File: src/rtl/card_io_pkg.sv
// Shared constants and channel-state encoding for the card input frontend.
package card_io_pkg;

  localparam int NUM_BTN           = 3;
  localparam int NUM_SW            = 4;
  localparam int DB_CYCLES_DEFAULT = 50000;

  typedef enum logic [1:0] {
    IDLE_LO = 2'd0,
    CHK_HI  = 2'd1,
    IDLE_HI = 2'd2,
    CHK_LO  = 2'd3
  } ch_state_e;

endpackage

File: src/rtl/card_input_frontend_if.sv
// Raw board pins in, debounced levels and press pulses out to the game core.
interface card_input_frontend_if;
  import card_io_pkg::*;

  logic [NUM_BTN-1:0] btn_raw;
  logic [NUM_SW-1:0]  sw_raw;
  logic               btn_0;
  logic               btn_1;
  logic               btn_2;
  logic [NUM_BTN-1:0] btn_held;
  logic [NUM_SW-1:0]  sw;
  logic               sw_changed;

  // Board / stimulus side: drives the pins, observes the cleaned outputs.
  modport master (
    output btn_raw, sw_raw,
    input  btn_0, btn_1, btn_2, btn_held, sw, sw_changed
  );

  // Frontend side.
  modport slave (
    input  btn_raw, sw_raw,
    output btn_0, btn_1, btn_2, btn_held, sw, sw_changed
  );

endinterface

File: src/rtl/debounce_ch.sv
// One debounce channel: 2-flop synchronizer, stability counter, level FSM.
//
//   state   | meaning
//   --------+----------------------------------------------
//   IDLE_LO | stable level 0, synchronized input agrees
//   CHK_HI  | stable level 0, input high, counting toward accept
//   IDLE_HI | stable level 1, synchronized input agrees
//   CHK_LO  | stable level 1, input low, counting toward accept
module debounce_ch
  import card_io_pkg::*;
#(
  parameter int DB_CYCLES = DB_CYCLES_DEFAULT
) (
  input  logic clk,
  input  logic rst,
  input  logic raw,
  output logic stable,
  output logic rise,
  output logic fall,
  output logic rise_nxt,
  output logic fall_nxt
);

  localparam int CW = $clog2(DB_CYCLES + 1);
  localparam logic [CW:0] DB_TC = (CW + 1)'(DB_CYCLES);

  localparam logic [1:0] ST_IDLE_LO = IDLE_LO;
  localparam logic [1:0] ST_CHK_HI  = CHK_HI;
  localparam logic [1:0] ST_IDLE_HI = IDLE_HI;
  localparam logic [1:0] ST_CHK_LO  = CHK_LO;

  logic [1:0]    sync_q;
  logic          sync;
  logic [1:0]    state_q, state_d;
  logic [CW-1:0] cnt_q, cnt_d;
  logic [CW:0]   cnt_inc;
  logic          tc_hit;

  assign sync    = sync_q[1];
  assign cnt_inc = {1'b0, cnt_q} + (CW + 1)'(1);
  assign tc_hit  = (cnt_inc == DB_TC);

  // Two-stage synchronizer for the asynchronous pin.
  always_ff @(posedge clk or posedge rst) begin
    if (rst) sync_q <= '0;
    else     sync_q <= {sync_q[0], raw};
  end

  // Next state: the IDLE state of a level behaves like its CHK state with a zero
  // count, so a DB_CYCLES of 1 accepts on the very first disagreeing sample.
  always_comb begin
    state_d  = state_q;
    cnt_d    = '0;
    rise_nxt = 1'b0;
    fall_nxt = 1'b0;
    case (state_q)
      ST_IDLE_LO, ST_CHK_HI: begin
        if (sync) begin
          if (tc_hit) begin
            state_d  = ST_IDLE_HI;
            rise_nxt = 1'b1;
          end else begin
            state_d = ST_CHK_HI;
            cnt_d   = cnt_inc[CW-1:0];
          end
        end else begin
          state_d = ST_IDLE_LO;
        end
      end
      ST_IDLE_HI, ST_CHK_LO: begin
        if (!sync) begin
          if (tc_hit) begin
            state_d  = ST_IDLE_LO;
            fall_nxt = 1'b1;
          end else begin
            state_d = ST_CHK_LO;
            cnt_d   = cnt_inc[CW-1:0];
          end
        end else begin
          state_d = ST_IDLE_HI;
        end
      end
      default: state_d = ST_IDLE_LO;
    endcase
  end

  // State, counter, stable level and edge pulses all register on the same edge.
  always_ff @(posedge clk or posedge rst) begin
    if (rst) begin
      state_q <= ST_IDLE_LO;
      cnt_q   <= '0;
      stable  <= 1'b0;
      rise    <= 1'b0;
      fall    <= 1'b0;
    end else begin
      state_q <= state_d;
      cnt_q   <= cnt_d;
      stable  <= (state_d == ST_IDLE_HI) || (state_d == ST_CHK_LO);
      rise    <= rise_nxt;
      fall    <= fall_nxt;
    end
  end

endmodule

File: src/rtl/card_input_frontend.sv
// Debounces the three push buttons and four slide switches for the game core.
module card_input_frontend
  import card_io_pkg::*;
#(
  parameter int DB_CYCLES = DB_CYCLES_DEFAULT
) (
  input  logic                 clk,
  input  logic                 rst,
  card_input_frontend_if.slave bus
);

  localparam int NCH = NUM_BTN + NUM_SW;

  logic [NCH-1:0] raw_all;
  logic [NCH-1:0] stable_q;
  logic [NCH-1:0] rise_q;
  logic [NCH-1:0] fall_q;
  logic [NCH-1:0] rise_nxt;
  logic [NCH-1:0] fall_nxt;
  logic           sw_change_nxt;
  logic           sw_changed_q;
  logic           unused_pulses;

  assign raw_all = {bus.sw_raw, bus.btn_raw};

  for (genvar i = 0; i < NCH; i++) begin : g_ch
    debounce_ch #(.DB_CYCLES(DB_CYCLES)) u_ch (
      .clk      (clk),
      .rst      (rst),
      .raw      (raw_all[i]),
      .stable   (stable_q[i]),
      .rise     (rise_q[i]),
      .fall     (fall_q[i]),
      .rise_nxt (rise_nxt[i]),
      .fall_nxt (fall_nxt[i])
    );
  end

  // The channels' pre-register pulses are used so sw_changed lands on the
  // same edge as the sw level it reports.
  assign sw_change_nxt = |{rise_nxt[NCH-1:NUM_BTN], fall_nxt[NCH-1:NUM_BTN]};

  // Single change flag for the whole switch bank.
  always_ff @(posedge clk or posedge rst) begin
    if (rst) sw_changed_q <= 1'b0;
    else     sw_changed_q <= sw_change_nxt;
  end

  assign bus.btn_0      = rise_q[0];
  assign bus.btn_1      = rise_q[1];
  assign bus.btn_2      = rise_q[2];
  assign bus.btn_held   = stable_q[NUM_BTN-1:0];
  assign bus.sw         = stable_q[NCH-1:NUM_BTN];
  assign bus.sw_changed = sw_changed_q;

  // Release pulses on buttons and registered pulses on switches have no consumer.
  assign unused_pulses = ^{fall_q, rise_q[NCH-1:NUM_BTN], rise_nxt[NUM_BTN-1:0],
                           fall_nxt[NUM_BTN-1:0]};

endmodule

File: src/flat_wrapper.sv
// flat-port wrapper written by rule: the top's interface ports become plain ports
module card_input_frontend_flat import card_io_pkg::*;
#(
  parameter int DB_CYCLES = DB_CYCLES_DEFAULT
)
  (clk, rst, bus_btn_raw, bus_sw_raw, bus_btn_0, bus_btn_1, bus_btn_2, bus_btn_held, bus_sw, bus_sw_changed);
  card_input_frontend_if bus_i ();
  input  logic clk;
  input  logic rst;
  input wire logic [$bits(bus_i.btn_raw)-1:0] bus_btn_raw;
  input wire logic [$bits(bus_i.sw_raw)-1:0] bus_sw_raw;
  output wire logic [$bits(bus_i.btn_0)-1:0] bus_btn_0;
  output wire logic [$bits(bus_i.btn_1)-1:0] bus_btn_1;
  output wire logic [$bits(bus_i.btn_2)-1:0] bus_btn_2;
  output wire logic [$bits(bus_i.btn_held)-1:0] bus_btn_held;
  output wire logic [$bits(bus_i.sw)-1:0] bus_sw;
  output wire logic [$bits(bus_i.sw_changed)-1:0] bus_sw_changed;
  assign bus_i.btn_raw = bus_btn_raw;
  assign bus_i.sw_raw = bus_sw_raw;
  assign bus_btn_0 = bus_i.btn_0;
  assign bus_btn_1 = bus_i.btn_1;
  assign bus_btn_2 = bus_i.btn_2;
  assign bus_btn_held = bus_i.btn_held;
  assign bus_sw = bus_i.sw;
  assign bus_sw_changed = bus_i.sw_changed;
  card_input_frontend #(.DB_CYCLES(DB_CYCLES)) u_core (.clk(clk), .rst(rst), .bus(bus_i));
endmodule
File: config.mk
export PLATFORM = sky130hd
export DESIGN_NAME = card_input_frontend_flat
export DESIGN_NICKNAME = d
export VERILOG_FILES = /design/src/rtl/card_io_pkg.sv /design/src/rtl/card_input_frontend_if.sv /design/src/rtl/debounce_ch.sv /design/src/rtl/card_input_frontend.sv /design/src/flat_wrapper.sv
export SDC_FILE = /design/constraint.sdc
export NUM_CORES = 1
export LEC_CHECK = 0
export CAP_MARGIN = 20
export CORE_ASPECT_RATIO = 0.75
export CORE_UTILIZATION = 45
export DETAILED_ROUTE_END_ITERATION = 7
export GPL_ROUTABILITY_DRIVEN = 0
export HOLD_SLACK_MARGIN = 0.05
export PLACE_DENSITY = 0.65
export SYNTH_ARGS = -nofsm -noshare
export SYNTH_HDL_FRONTEND = slang
export SYNTH_SLANG_ARGS = --single-unit
File: constraint.sdc
create_clock -name clk -period 6.5 [get_ports clk]
set_clock_uncertainty 0.15 [all_clocks]
set_input_delay 1.3 -clock clk [delete_from_list [all_inputs] [get_ports clk]]
set_output_delay 1.3 -clock clk [all_outputs]
set_load 0.005 [all_outputs]
==> flow_summary.yaml <==
worst_setup_path:
  worstSetupEndpointType: "register"
  crit_slowest_cell: "o31ai_2"
  cp.required_ps: 6610
  start_kind: "register"
  criticalPathCategory: "register to register"
  crit_family: "compound AO/OA/AOI/OAI gates"
  path_cells: "ha_1 > nand2_1 > or3b_2 > a211oi_1 > o22ai_1 > o31ai_2 > nor2_1"
  arrival_ps: 3010
  worstPathMaxFanout: 12
  cp_num_buf_inv: 0
  max_stage_delay_ps: 770
clock_network:
  cts_repair_resize_count: 0
  buffer_cell_driving_the_clock_tree_root: "clkbuf_16"
  clkSlewWorstSetupHoldPaths_ps: 60
  cts_buffer_depth: 2
  cts_tree: "built"
  post_cts_hold_buffer_count: 0
  cts_setup_buffers: 0
  cts_buffers: 17
  clock_sinks: 137
  htree_num_levels: 4
  clkLatencyLatePin_ps: 420
logic_synthesis:
  yosys.area_share.simple: 0.265
  ys_warn_count: 0
  synth_fa_ha_area_frac: 0.0118
  synth.area.mux_share: 0.0161
  post_synth_instance_area_um2: 7390
  dominantRegCellSynth: "dfrtp_1"
  synth_sequential_area_ratio: 0.464
  synth_nets: 791
  synth_compound_area_frac: 0.0701
  combinational_family_with_the_most_area_after_synthesis: "simple AND/OR/NAND/NOR gates"
  synth_instances: 775
  ys_async_sr_fraction: 1.00
  synthesis.area_per_instance_um2: 9.54
  yosysUniqueCellTypes: 69
  synth_enable_flop_cells: 0
  synth_xor_area_frac: 0.139
  flop_and_latch_count_out_of_synthesis: 137
timing:
  final_hold_slack_ps: 196
  fmax_mhz: 344
  setup_violations: 0
  timing_hold_violations_final: 0
  tightest_slew_ps: 945
  slew-limit-headroom: 0.366
  layout_min_cycle_time_ps: 2910
  finalCritPeriodShare: 0.447
  setup_tns_ps: 0
  timing_max_transition_violations_final: 0
  grt_setup_unrepaired: "no"
global_route:
  grt_pass1_vias: 5186
  number_of_antenna_violations_at_the_first_check_in_global_routing: 0
  grt.overflow.total: 0
  grt.total_usage: 0.178
  grt_max_degree: 91
  grt_first_pass_wirelength_um: 24100
die:
  placement_rows: 40
  start_util: 0.462
  die_w_um: 150
  die-height_um: 113
  coreArea_um2: 16000
  fp.dieArea_um2: 17000
  io_pins: 20
finish:
  fin_cells: 1010
  fin_util: 0.518
  post_route_cells_drive_above_1_share: 0.0738
  area_growth_synth_to_finish_pct: 12.2
  finalNetCount: 803
  antenna-diode-count: 0
detailed_routing:
  detail_route.vias_per_cell: 5.41
  wl_um: 13600
  first_iter_violations: 467
  number_of_detailed_routing_iterations_run_before_antenna_repair: 5
  drt-wirelength-per-cell_um: 13.5
  routed-via-count: 5469
  route.antenna.remaining_nets: 0
  final_routed_drc_violation_total: 0
power_and_ir_drop:
  p_per_area_nw_per_um2: 233
  post-layout-total-power_uw: 1940
  worst_ir_drop_vdd_mv: 0.141
  leakage_uw: 0.00337
place:
  placed_cell_count: 977
  place_hpwl_um: 9190
  io_buffers: 19
job:
  cap_viol_max_count: 0
min_path:
  min-delay-path-class: "register to register"
status:
  run_status: "complete, no violations"
[final timing paths]
kind | slack [ps] | depth (start not counted) | startpoint | to
min in group asynchronous | 1260 | 2 | rst | u_core.g_ch[2].u_ch.rise$_DFF_PP0_
setup / recovery | 3590 | 7 | u_core.g_ch[3].u_ch.cnt_q[0]$_DFF_PP0_ | u_core.g_ch[3].u_ch.cnt_q[8]$_DFF_PP0_
max in group asynchronous | 3840 | 3 | rst | u_core.g_ch[5].u_ch.cnt_q[15]$_DFF_PP0_
hold reg to reg | 200 | 0 | u_core.g_ch[4].u_ch.sync_q[0]$_DFF_PP0_ | u_core.g_ch[4].u_ch.sync_q[1]$_DFF_PP0_
setup reg to reg | 3590 | 7 | u_core.g_ch[3].u_ch.cnt_q[0]$_DFF_PP0_ | u_core.g_ch[3].u_ch.cnt_q[8]$_DFF_PP0_
hold / removal | 200 | 0 | u_core.g_ch[4].u_ch.sync_q[0]$_DFF_PP0_ | u_core.g_ch[4].u_ch.sync_q[1]$_DFF_PP0_
[per-stage QoR]
step                      worst slack, ps  instance area [µm²]
after floorplan                      1380                 7390
after global placement               3300                 7680
after detailed placement             3270                 7680
after CTS                            3300                 8290
after global routing                 3280                 8300
final                                3590                 8300
[worst register-to-register path, stage by stage, from the launching register on]
cell and delay [ps]:
dfrtp_1 420, ha_1 270, nand2_1 110, or3b_2 450, a211oi_1 280, o22ai_1 180, o31ai_2 770, nor2_1 130
[routing by layer]
layer	global-route usage	wire [µm]
met5	0	0
met1	0.250	6920
met3	0.0488	454
met4	0.0539	133
met2	0.267	6140
[final cells by class]
cell class / instances / area [µm²]
Multi-Input combinational cell: 589 / 3710
Clock inverter: 14 / 171
Sequential cell: 137 / 3430
Tap cell: 210 / 263
Fill cell: 1445 / 7720
Inverter: 21 / 83.8
Timing Repair Buffer: 21 / 205
Clock buffer: 18 / 439
[layout by cell type, fill, tap and decap left out, types with 8 or more instances in the layout]
cell type,count
xnor2_1,59
clkdlybuf4s50_1,19
nand3_1,44
nor3b_1,9
and4_1,10
nand4_1,26
dfrtp_1,137
nand2_1,53
inv_1,20
clkbuf_16,17
and3_1,17
nor4_1,13
xor2_1,58
nor3_1,18
nor2_1,140
o21ai_0,14
nand2b_1,8
a211oi_1,8
[cells in the mapped netlist, types with 10 or more instances]
library cell	n	area [µm²]
nand3_1	44	220
nand2_1	53	199
and3_1	17	106
and4_1	10	87.6
nor3_1	18	90.1
nor2_1	140	526
dfrtp_1	137	3430
xnor2_1	59	517
inv_1	21	78.8
nor4_1	13	81.3
o21ai_0	14	70.1
xor2_1	58	508
nand4_1	26	163
[report_power, final]
part | switching [µW] | internal, µW | total [µW]
clock network | 377 | 614 | 991
registers | 16.3 | 868 | 884
logic | 40.2 | 19.8 | 59.9
[logic make-up after synthesis]
| logic type | after synthesis |
|---|---|
| DFF | 137 |
| muxes | 11 |
| AOI/OAI and AO/OA | 69 |
| adders and majority gates | 7 |
| xor gates and xnor gates | 117 |
| and+or+nand+nor | 385 |
| buffers and inverters | 49 |
[registers in the layout, indices dropped and copies added, names as in the netlist]
| name | count |
|---|---|
| u_core.g_ch.u_ch.cnt_q | 112 |
| u_core.g_ch.u_ch.sync_q | 14 |
| u_core.bus.sw_changed | 1 |
| u_core.g_ch.u_ch.stable | 7 |
| u_core.g_ch.u_ch.rise | 3 |
(Power assumes the default switching activity.)
